**config.mk**
```make
export PLATFORM = sky130hd
export DESIGN_NAME = md5_msg_padder_flat
export DESIGN_NICKNAME = d
export VERILOG_FILES = /design/src/rtl/md5_msg_padder_if.sv /design/src/rtl/md5_msg_padder.sv /design/src/flat_wrapper.sv
export SDC_FILE = /design/constraint.sdc
export NUM_CORES = 2
export LEC_CHECK = 0
export ABC_AREA = 1
export BUFFER_PORTS_ARGS = -buffer_cell sky130_fd_sc_hd__buf_4
export CAP_MARGIN = 30
export CORE_UTILIZATION = 50
export CTS_CLUSTER_SIZE = 12
export DETAILED_ROUTE_END_ITERATION = 16
export PLACE_DENSITY = 0.77
export SLEW_MARGIN = 20
export SYNTH_ARGS = -nofsm -noshare
export SYNTH_HDL_FRONTEND = slang
export SYNTH_SLANG_ARGS = --single-unit
```
**constraint.sdc**
```tcl
create_clock -name clk_i -period 2.87 [get_ports clk_i]
set_input_delay 0.287 -clock clk_i [delete_from_list [all_inputs] [get_ports clk_i]]
set_output_delay 0.287 -clock clk_i [all_outputs]
set_load 0.02 [all_outputs]
```
**src/rtl/md5_msg_padder_if.sv**
```systemverilog
// Stream interface between the message feeder, the MD5 padder and the round
// engine. The byte stream enters on the in_* signals and padded 512-bit
// blocks leave on the out_* signals. The padder uses the slave modport; the
// feeder/consumer side uses the master modport.
interface md5_msg_padder_if;
    logic         in_valid_i;
    logic         in_ready_o;
    logic [7:0]   in_data_i;
    logic         in_last_i;
    logic         in_empty_i;
    logic         out_valid_o;
    logic         out_ready_i;
    logic [511:0] out_block_o;
    logic         out_first_o;
    logic         out_last_o;

    modport slave (
        input  in_valid_i, in_data_i, in_last_i, in_empty_i, out_ready_i,
        output in_ready_o, out_valid_o, out_block_o, out_first_o, out_last_o
    );

    modport master (
        output in_valid_i, in_data_i, in_last_i, in_empty_i, out_ready_i,
        input  in_ready_o, out_valid_o, out_block_o, out_first_o, out_last_o
    );
endinterface

```
**src/rtl/md5_msg_padder.sv**
```systemverilog
// MD5 message padder: collects message bytes into a 64-byte buffer and emits
// 512-bit blocks with MD5 padding (0x80, zero fill, 64-bit little-endian bit
// length). out_first marks the block where the core loads its IV, out_last
// the block after which the digest is final.
// Optional statistics counters are built when MD5_PADDER_STATS_EN is defined;
// otherwise msg_count_o / blk_count_o are tied to zero.
module md5_msg_padder #(
    parameter int LEN_W = 64
) (
    input  logic                clk_i,
    input  logic                rst_ni,
    input  logic                clear_i,
    md5_msg_padder_if.slave     bus,
    output logic [31:0]         msg_count_o,
    output logic [31:0]         blk_count_o
);

    typedef enum logic [1:0] {
        ST_FILL = 2'd0,
        ST_PAD  = 2'd1,
        ST_LEN  = 2'd2,
        ST_EMIT = 2'd3
    } state_t;

    state_t             state_r;
    logic [511:0]       buf_r;
    logic [6:0]         byte_idx_r;
    logic [LEN_W-1:0]   bit_cnt_r;
    logic               first_r;
    logic               emit_last_r;   // block being emitted ends the message
    logic               pend_pad_r;    // full data block taken with the last beat: pad next
    logic               pend_len_r;    // 0x80 landed in bytes 56..63: length goes in next block
    logic               in_ready_r;
    logic               out_valid_r;
    logic               out_first_r;
    logic               out_last_r;

    logic               in_hs_s;
    logic               out_hs_s;
    logic [6:0]         idx_inc_s;
    logic               byte_s;

    assign in_hs_s   = bus.in_valid_i & in_ready_r;
    assign out_hs_s  = out_valid_r & bus.out_ready_i;
    assign idx_inc_s = byte_idx_r + 7'd1;
    assign byte_s    = ~bus.in_empty_i;

    assign bus.in_ready_o  = in_ready_r;
    assign bus.out_valid_o = out_valid_r;
    assign bus.out_block_o = buf_r;
    assign bus.out_first_o = out_first_r;
    assign bus.out_last_o  = out_last_r;

    // Main padding FSM: buffer fill, 0x80 marker, length field and block emit.
    always_ff @(posedge clk_i or negedge rst_ni) begin
        if (!rst_ni) begin
            state_r     <= ST_FILL;
            buf_r       <= 512'd0;
            byte_idx_r  <= 7'd0;
            bit_cnt_r   <= '0;
            first_r     <= 1'b1;
            emit_last_r <= 1'b0;
            pend_pad_r  <= 1'b0;
            pend_len_r  <= 1'b0;
            in_ready_r  <= 1'b0;
            out_valid_r <= 1'b0;
            out_first_r <= 1'b0;
            out_last_r  <= 1'b0;
        end else if (clear_i) begin
            // Abort wins over everything, including a beat presented this cycle.
            state_r     <= ST_FILL;
            buf_r       <= 512'd0;
            byte_idx_r  <= 7'd0;
            bit_cnt_r   <= '0;
            first_r     <= 1'b1;
            emit_last_r <= 1'b0;
            pend_pad_r  <= 1'b0;
            pend_len_r  <= 1'b0;
            in_ready_r  <= 1'b1;
            out_valid_r <= 1'b0;
            out_first_r <= 1'b0;
            out_last_r  <= 1'b0;
        end else begin
            case (state_r)
                ST_FILL: begin
                    in_ready_r <= 1'b1;
                    if (in_hs_s) begin
                        if (byte_s) begin
                            buf_r[{byte_idx_r[5:0], 3'b000} +: 8] <= bus.in_data_i;
                            byte_idx_r <= idx_inc_s;
                            bit_cnt_r  <= bit_cnt_r + LEN_W'(4'd8);
                        end
                        if (bus.in_last_i) begin
                            in_ready_r <= 1'b0;
                            if (byte_s && (idx_inc_s == 7'd64)) begin
                                state_r     <= ST_EMIT;
                                emit_last_r <= 1'b0;
                                pend_pad_r  <= 1'b1;
                            end else begin
                                state_r <= ST_PAD;
                            end
                        end else if (byte_s && (idx_inc_s == 7'd64)) begin
                            in_ready_r  <= 1'b0;
                            state_r     <= ST_EMIT;
                            emit_last_r <= 1'b0;
                        end
                    end
                end
                ST_PAD: begin
                    in_ready_r <= 1'b0;
                    buf_r[{byte_idx_r[5:0], 3'b000} +: 8] <= 8'h80;
                    if (byte_idx_r <= 7'd55) begin
                        state_r <= ST_LEN;
                    end else begin
                        state_r     <= ST_EMIT;
                        emit_last_r <= 1'b0;
                        pend_len_r  <= 1'b1;
                    end
                end
                ST_LEN: begin
                    in_ready_r     <= 1'b0;
                    buf_r[511:448] <= 64'(bit_cnt_r);
                    state_r        <= ST_EMIT;
                    emit_last_r    <= 1'b1;
                end
                ST_EMIT: begin
                    in_ready_r <= 1'b0;
                    if (!out_valid_r) begin
                        // Buffer settled last cycle; present it and hold until taken.
                        out_valid_r <= 1'b1;
                        out_first_r <= first_r;
                        out_last_r  <= emit_last_r;
                    end else if (out_hs_s) begin
                        out_valid_r <= 1'b0;
                        out_first_r <= 1'b0;
                        out_last_r  <= 1'b0;
                        buf_r       <= 512'd0;
                        byte_idx_r  <= 7'd0;
                        first_r     <= 1'b0;
                        if (emit_last_r) begin
                            state_r    <= ST_FILL;
                            in_ready_r <= 1'b1;
                            bit_cnt_r  <= '0;
                            first_r    <= 1'b1;
                        end else if (pend_len_r) begin
                            state_r    <= ST_LEN;
                            pend_len_r <= 1'b0;
                        end else if (pend_pad_r) begin
                            state_r    <= ST_PAD;
                            pend_pad_r <= 1'b0;
                        end else begin
                            state_r    <= ST_FILL;
                            in_ready_r <= 1'b1;
                        end
                    end
                end
                default: begin
                    state_r    <= ST_FILL;
                    in_ready_r <= 1'b0;
                end
            endcase
        end
    end

`ifdef MD5_PADDER_STATS_EN
    logic [31:0] msg_cnt_r;
    logic [31:0] blk_cnt_r;

    // Completed-message and emitted-block counters; survive clear_i on purpose.
    always_ff @(posedge clk_i or negedge rst_ni) begin
        if (!rst_ni) begin
            msg_cnt_r <= 32'd0;
            blk_cnt_r <= 32'd0;
        end else if (out_hs_s && !clear_i) begin
            blk_cnt_r <= blk_cnt_r + 32'd1;
            if (out_last_r) begin
                msg_cnt_r <= msg_cnt_r + 32'd1;
            end
        end
    end

    assign msg_count_o = msg_cnt_r;
    assign blk_count_o = blk_cnt_r;
`else
    assign msg_count_o = 32'd0;
    assign blk_count_o = 32'd0;
`endif

endmodule

```
**src/flat_wrapper.sv**
```systemverilog
// flat-port wrapper written by rule: the top's interface ports become plain ports
module md5_msg_padder_flat 
#(
    parameter int LEN_W = 64
)
  (clk_i, rst_ni, clear_i, msg_count_o, blk_count_o, bus_in_valid_i, bus_in_data_i, bus_in_last_i, bus_in_empty_i, bus_out_ready_i, bus_in_ready_o, bus_out_valid_o, bus_out_block_o, bus_out_first_o, bus_out_last_o);
  md5_msg_padder_if bus_i ();
  input  logic clk_i;
  input  logic rst_ni;
  input  logic clear_i;
  output logic [31:0] msg_count_o;
  output logic [31:0] blk_count_o;
  input wire logic [$bits(bus_i.in_valid_i)-1:0] bus_in_valid_i;
  input wire logic [$bits(bus_i.in_data_i)-1:0] bus_in_data_i;
  input wire logic [$bits(bus_i.in_last_i)-1:0] bus_in_last_i;
  input wire logic [$bits(bus_i.in_empty_i)-1:0] bus_in_empty_i;
  input wire logic [$bits(bus_i.out_ready_i)-1:0] bus_out_ready_i;
  output wire logic [$bits(bus_i.in_ready_o)-1:0] bus_in_ready_o;
  output wire logic [$bits(bus_i.out_valid_o)-1:0] bus_out_valid_o;
  output wire logic [$bits(bus_i.out_block_o)-1:0] bus_out_block_o;
  output wire logic [$bits(bus_i.out_first_o)-1:0] bus_out_first_o;
  output wire logic [$bits(bus_i.out_last_o)-1:0] bus_out_last_o;
  assign bus_i.in_valid_i = bus_in_valid_i;
  assign bus_i.in_data_i = bus_in_data_i;
  assign bus_i.in_last_i = bus_in_last_i;
  assign bus_i.in_empty_i = bus_in_empty_i;
  assign bus_i.out_ready_i = bus_out_ready_i;
  assign bus_in_ready_o = bus_i.in_ready_o;
  assign bus_out_valid_o = bus_i.out_valid_o;
  assign bus_out_block_o = bus_i.out_block_o;
  assign bus_out_first_o = bus_i.out_first_o;
  assign bus_out_last_o = bus_i.out_last_o;
  md5_msg_padder #(.LEN_W(LEN_W)) u_core (.clk_i(clk_i), .rst_ni(rst_ni), .clear_i(clear_i), .bus(bus_i), .msg_count_o(msg_count_o), .blk_count_o(blk_count_o));
endmodule
```
Word level (Yosys, flattened, before mapping)
Index checks and enable logic that the tools add are counted.
{"block": "totals", "input_bits": 15, "out_inout_bits": 580, "regBits": 593, "wordCells": 139}
{"block": "op_classes", "bitwise": 3, "order_cmp": 1, "n_shift": 3, "mux": 80, "n_eq_ne": 16, "n_reduce_logical": 20, "add_sub_neg": 3}
{"cell": "512-bit 2-to-1 mux", "n": 5}
{"cell": "448-bit case mux with 3 select lines", "n": 1}
{"cell": "512-bit bitwise mux", "n": 2}
{"cell": "8-bit by 11-bit variable shift with 512-bit output, first input constant", "n": 1}
{"cell": "8-bit by 11-bit indexed part select with 512-bit output", "n": 1}
{"cell": "8-bit by 11-bit indexed part select with 512-bit output, first input constant", "n": 1}
{"cell": "64-bit 2-to-1 mux", "n": 6}
{"cell": "64-bit case mux with 4 select lines", "n": 1}
{"cell": "64-bit case mux with 2 select lines", "n": 1}
{"cell": "64-bit by 4-bit adder with 64-bit output, second input constant", "n": 1}
{"cell": "1-bit 2-to-1 mux", "n": 44}
{"cell": "7-bit 2-to-1 mux", "n": 5}
{"cell": "2-bit 2-to-1 mux", "n": 9}
{"cell": "3-bit != test, second input constant", "n": 6}
{"cell": "3-bit by 2-bit != test with 1-bit output, second input constant", "n": 5}
{"cell": "5-bit AND reduction", "n": 3}
{"cell": "7-bit case mux with 2 select lines", "n": 1}
{"cell": "4-bit AND reduction", "n": 3}
{"cell": "9-bit negator with 11-bit output", "n": 1}
{"cell": "2-bit case mux with 4 select lines", "n": 1}
{"cell": "8-bit AND reduction", "n": 1}
{"cell": "4-bit nonzero test", "n": 2}
{"cell": "7-bit by 1-bit adder with 7-bit output, second input constant", "n": 1}
{"cell": "7-bit equality test, second input constant", "n": 1}
{"cell": "16 further kinds", "n": 23}

Logic depth before layout (Yosys ltp)
{"block": "depth", "depth_word": 8, "mapped_depth": 16, "mapped_depth_nobuf": 16}

Least setup slack after synthesis
No wires, ideal clock.
{"block": "synth_path", "kind": "flip-flop to flip-flop", "from": "reg u_core.byte_idx_r[0]", "to": "reg u_core.buf_r[304], in the netlist u_core.bus.out_block_o[304]", "required_time_ps": 2749, "synth_period_minus_slack_ps": 2230, "slack_ps": 640, "t_arrival_ps": 2109, "setup_time_ps": 121, "path_buffers": 0, "path_stages_with_launch": 12, "cell_sequence": "dfrtp_1 -> inv_2 -> ha_1 -> inv_2 -> nor2_4 -> nand2_1 -> nor2_4 -> nand3_2 -> nand2_1 -> nand2_1 -> nand2_1 -> o21ai_1"}
{"block": "synth_between", "elab_chain_cells": 7, "elab_cells_between_ends": 10, "classes_between": "add/sub (1); shift (3); mux (6)"}
{"element": "start: declaration", "line_no": "md5_msg_padder.sv:27", "text": "logic [6:0] byte_idx_r;"}
{"element": "start signal: assignment", "line_no": "md5_msg_padder.sv:90", "text": "byte_idx_r <= idx_inc_s;"}
{"element": "9-bit negator with 11-bit output (*)", "line_no": "md5_msg_padder.sv:89, md5_msg_padder.sv:111"}
{"element": "8-bit by 11-bit indexed part select with 512-bit output / 8-bit by 11-bit variable shift with 512-bit output (equally long branches)", "line_no": "md5_msg_padder.sv:89, md5_msg_padder.sv:111"}
{"element": "512-bit bitwise mux", "line_no": "md5_msg_padder.sv:89", "text": "buf_r[{byte_idx_r[5:0], 3'b000} +: 8] <= bus.in_data_i;"}
{"element": "512-bit 2-to-1 mux", "line_no": "md5_msg_padder.sv:88", "text": "if (byte_s) begin"}
{"element": "512-bit 2-to-1 mux", "line_no": "md5_msg_padder.sv:87", "text": "if (in_hs_s) begin"}
{"element": "448-bit case mux with 3 select lines (*)", "line_no": "md5_msg_padder.sv:84", "text": "case (state_r)"}
{"element": "512-bit 2-to-1 mux (*)", "line_no": "md5_msg_padder.sv:69", "text": "end else if (clear_i) begin"}
{"element": "end signal: indexed assignment", "line_no": "md5_msg_padder.sv:89"}
{"element": "end: declaration", "line_no": "md5_msg_padder.sv:26", "text": "logic [511:0] buf_r;"}
Every way passes the cells marked *; elsewhere a longest branch is shown, timed or not. The select of a mux whose other input is x is not followed.
A chain may end at the register's enable or synchronous reset.

Worst setup path in the final report
{"block": "layout_path", "from": "reg u_core.byte_idx_r[0]", "to": "reg u_core.buf_r[226], in the netlist u_core.bus.out_block_o[226]"}
Same word-level chain as after synthesis.

==> impl_metrics.json <==
{
  "critPathKind": "reg -> reg",
  "slowest_stage": "dfrtp_1",
  "cp-end-kind": "register",
  "core_um2": 67500,
  "crit_fanout": 8,
  "place_area_um2": 39400,
  "status": "complete, no violations",
  "synth_cell_types": 59,
  "cts.sinks": 590,
  "finalMaxSlewViolations": 0,
  "port_buffers": 530,
  "worst_pin_slew_ps": 1060,
  "avgViaCountPerCell": 5.84,
  "dp_cells": 6281,
  "cts_buffer_depth": 3,
  "antenna_found_initial": 3,
  "async_flop_share": 1.00,
  "fin_area_um2": 41900,
  "drive_above_1_share": 0.185,
  "setup_viol": 0,
  "yosys-top-cells-count": "nand2_1, dfrtp_1, nor2_1, o21ai_0, nand3_1",
  "yosysTopAreaCell": "dfrtp_1",
  "relSlewSlack": 0.292,
  "min_period_ps": 2790,
  "min_from": "bus_out_ready_i",
  "synthTopCellsByArea": "dfrtp_1, nand2_1, o21ai_0",
  "nets": 5517,
  "start_kind": "register",
  "clk_pin_slew_ps": 60,
  "power_density_nw_per_um2": 879,
  "fmax_ghz": 0.358,
  "grt_pass1_vias": 34100,
  "crit_chain": "inv_2, ha_1, nand2_1, nand2_4, nand2_2, inv_2, nand2_1, nor2_2, nand2_1, a21oi_2, nand2_1, o21ai_0",
  "drt-initial-drc-count": 5320,
  "peakVddDrop_mv": 0.648,
  "synth-main-ff-cell": "dfrtp_1",
  "pre_cts_ws_ps": 45.8,
  "die_y_um": 264,
  "arrival_ps": 3320,
  "drtAntennaViolNets": 0,
  "critical_path.most_common_cell": "nand2_1",
  "cts_buffers": 69,
  "grt_pass1_wl_um": 212000,
  "globalRouteTotalUtil": 0.400,
  "hp-class": "in -> reg",
  "vias": 37400,
  "routed_wl_um": 143000,
  "grt_max_degree": 187,
  "syn2layout_area_growth_pct": 22.3,
  "instances_no_fill": 6415,
  "htree_levels": 3,
  "dr.pass1.iters": 7,
  "yosys_warnings": 0,
  "drc": 0,
  "synth_top_area_share": 0.430,
  "rsz0062_at_grt": "true",
  "cap_violations": 0,
  "synthCells": 4926,
  "gp_congestion": 1.01,
  "r2r-start": "u_core.byte_idx_r[0]$_DFFE_PN0P_",
  "chipWidth_um": 264,
  "routedWlPerCell_um": 22.2,
  "period_share": 0.973,
  "overflow": 0,
  "finalHoldViolations": 0,
  "power.total_mw": 36.8,
  "leakagePower_nw": 21.7,
  "yosysMostFrequentCell": "nand2_1",
  "clk_latency_ps": 620,
  "tritoncts": "yes",
  "yosysSeqAreaShare": 0.431,
  "synth_edf_count": 0,
  "skew_ps": 23.1,
  "syn_avg_cell_area_um2": 6.95,
  "ys_seq_elements": 590,
  "hpwl_um": 104000,
  "cpPeakStageDelay_ps": 400,
  "synth_area_um2": 34200,
  "rows": 95,
  "ios": 595,
  "die-area_um2": 69500,
  "crit_required_ps": 3400,
  "fin_util": 0.620,
  "initial_core_util": 0.507,
  "finalWorstSetupSlack_ps": 77.7,
  "startpoint": "u_core.byte_idx_r[0]$_DFFE_PN0P_",
  "clockRootBuffer": "clkbuf_16"
}
## timing repair
item | CTS | global route
endpoints found under the setup margin | 0 | 205
endpoints found under the hold margin | 60 | 0
setup buffers | 0 | 12
gates resized for setup | 0 | 25
hold buffers | 1 | 0
## cells by family after synthesis
| family | after synthesis | synth area share |
|---|---|---|
| buffers and inverters | 615 | 0.0805 |
| AND/OR/NAND/NOR | 2913 | 0.359 |
| XOR/XNOR | 16 | 0.00409 |
| flip-flops | 590 | 0.431 |
| AO/OA/AOI/OAI | 782 | 0.122 |
| other | 1 | 0.000110 |
| adder cells (fa/ha/maj) | 9 | 0.00329 |
## state kept, by name, indices dropped and copies added (netlist names), 2 cells and up
signal,flops
u_core.byte_idx_r,7
u_core.state_r,2
u_core.bus.out_block_o,512
u_core.bit_cnt_r,61
## report_power, final
part | switching [mW] | leakage, nW | internal (mW)
Clock | 3.70 | 1.12 | 5.36
Sequential | 0.874 | 8.16 | 9.15
Combinational | 13.4 | 12.4 | 4.35
Total | 17.9 | 21.7 | 18.9
## layout by cell type, fill, tap and decap left out, types with 23 or more instances in the layout
cell type,instances
a21oi_1,161
buf_4,661
clkbuf_16,71
conb_1,64
dfrtp_1,588
inv_1,314
inv_2,50
nand2_1,1901
nand2_2,48
nand3_1,320
nand4_1,65
nor2_1,434
nor2_2,27
nor2_4,32
nor3_1,23
o21ai_0,390
o21ai_1,125
o22ai_1,31
## stage by stage
step / setup TNS (ps) / hold WS, ps
2_1_floorplan: 0 / -8.59
3_3_place_gp: 0 / 346
3_5_place_dp: 0 / 343
4_1_cts: 0 / 34.3
5_1_grt: -122 / 82.7
6_report: 0 / 58.2
## per-layer routing
layer,vias up,track usage,share of wire
met3,476,0.0932,0.12
met4,4,0.214,0.060
li1,16800,-,-
met1,17600,0.539,0.39
met2,2532,0.598,0.44
met5,-,0,0.00018
## cell type report
type	instances	area (µm²)
Timing Repair Buffer	677	5270
Tap cell	873	1090
Inverter	371	1400
Sequential cell	590	14800
Antenna cell	1	2.50
Clock buffer	102	2030
Multi-Input combinational cell	3784	17100
Clock inverter	17	244
Fill cell	6196	25600
## critical path: cells and delay by family (launching register included)
family          cells  cell delay [ps]
simple gates        7             1320
buf+inv             2              320
fa+ha+maj           1              210
compound gates      2              450
flops               1              400
## path summary, 6_finish.rpt
path                                                           endpoint  slack, ps  cells past startpoint
worst min register to register  u_core.bus.out_block_o[487]$_DFFE_PN0P_        470                      2
min in group asynchronous       u_core.bus.out_block_o[133]$_DFFE_PN0P_        280                      2
max in group asynchronous       u_core.bus.out_block_o[236]$_DFFE_PN0P_       1650                      3
worst max register to register  u_core.bus.out_block_o[226]$_DFFE_PN0P_         80                     12
worst max-delay path            u_core.bus.out_block_o[226]$_DFFE_PN0P_         80                     12
worst min-delay path                         u_core.first_r$_DFFE_PN1P_         60                      4
Note: power is estimated with default switching activity, not from simulation.
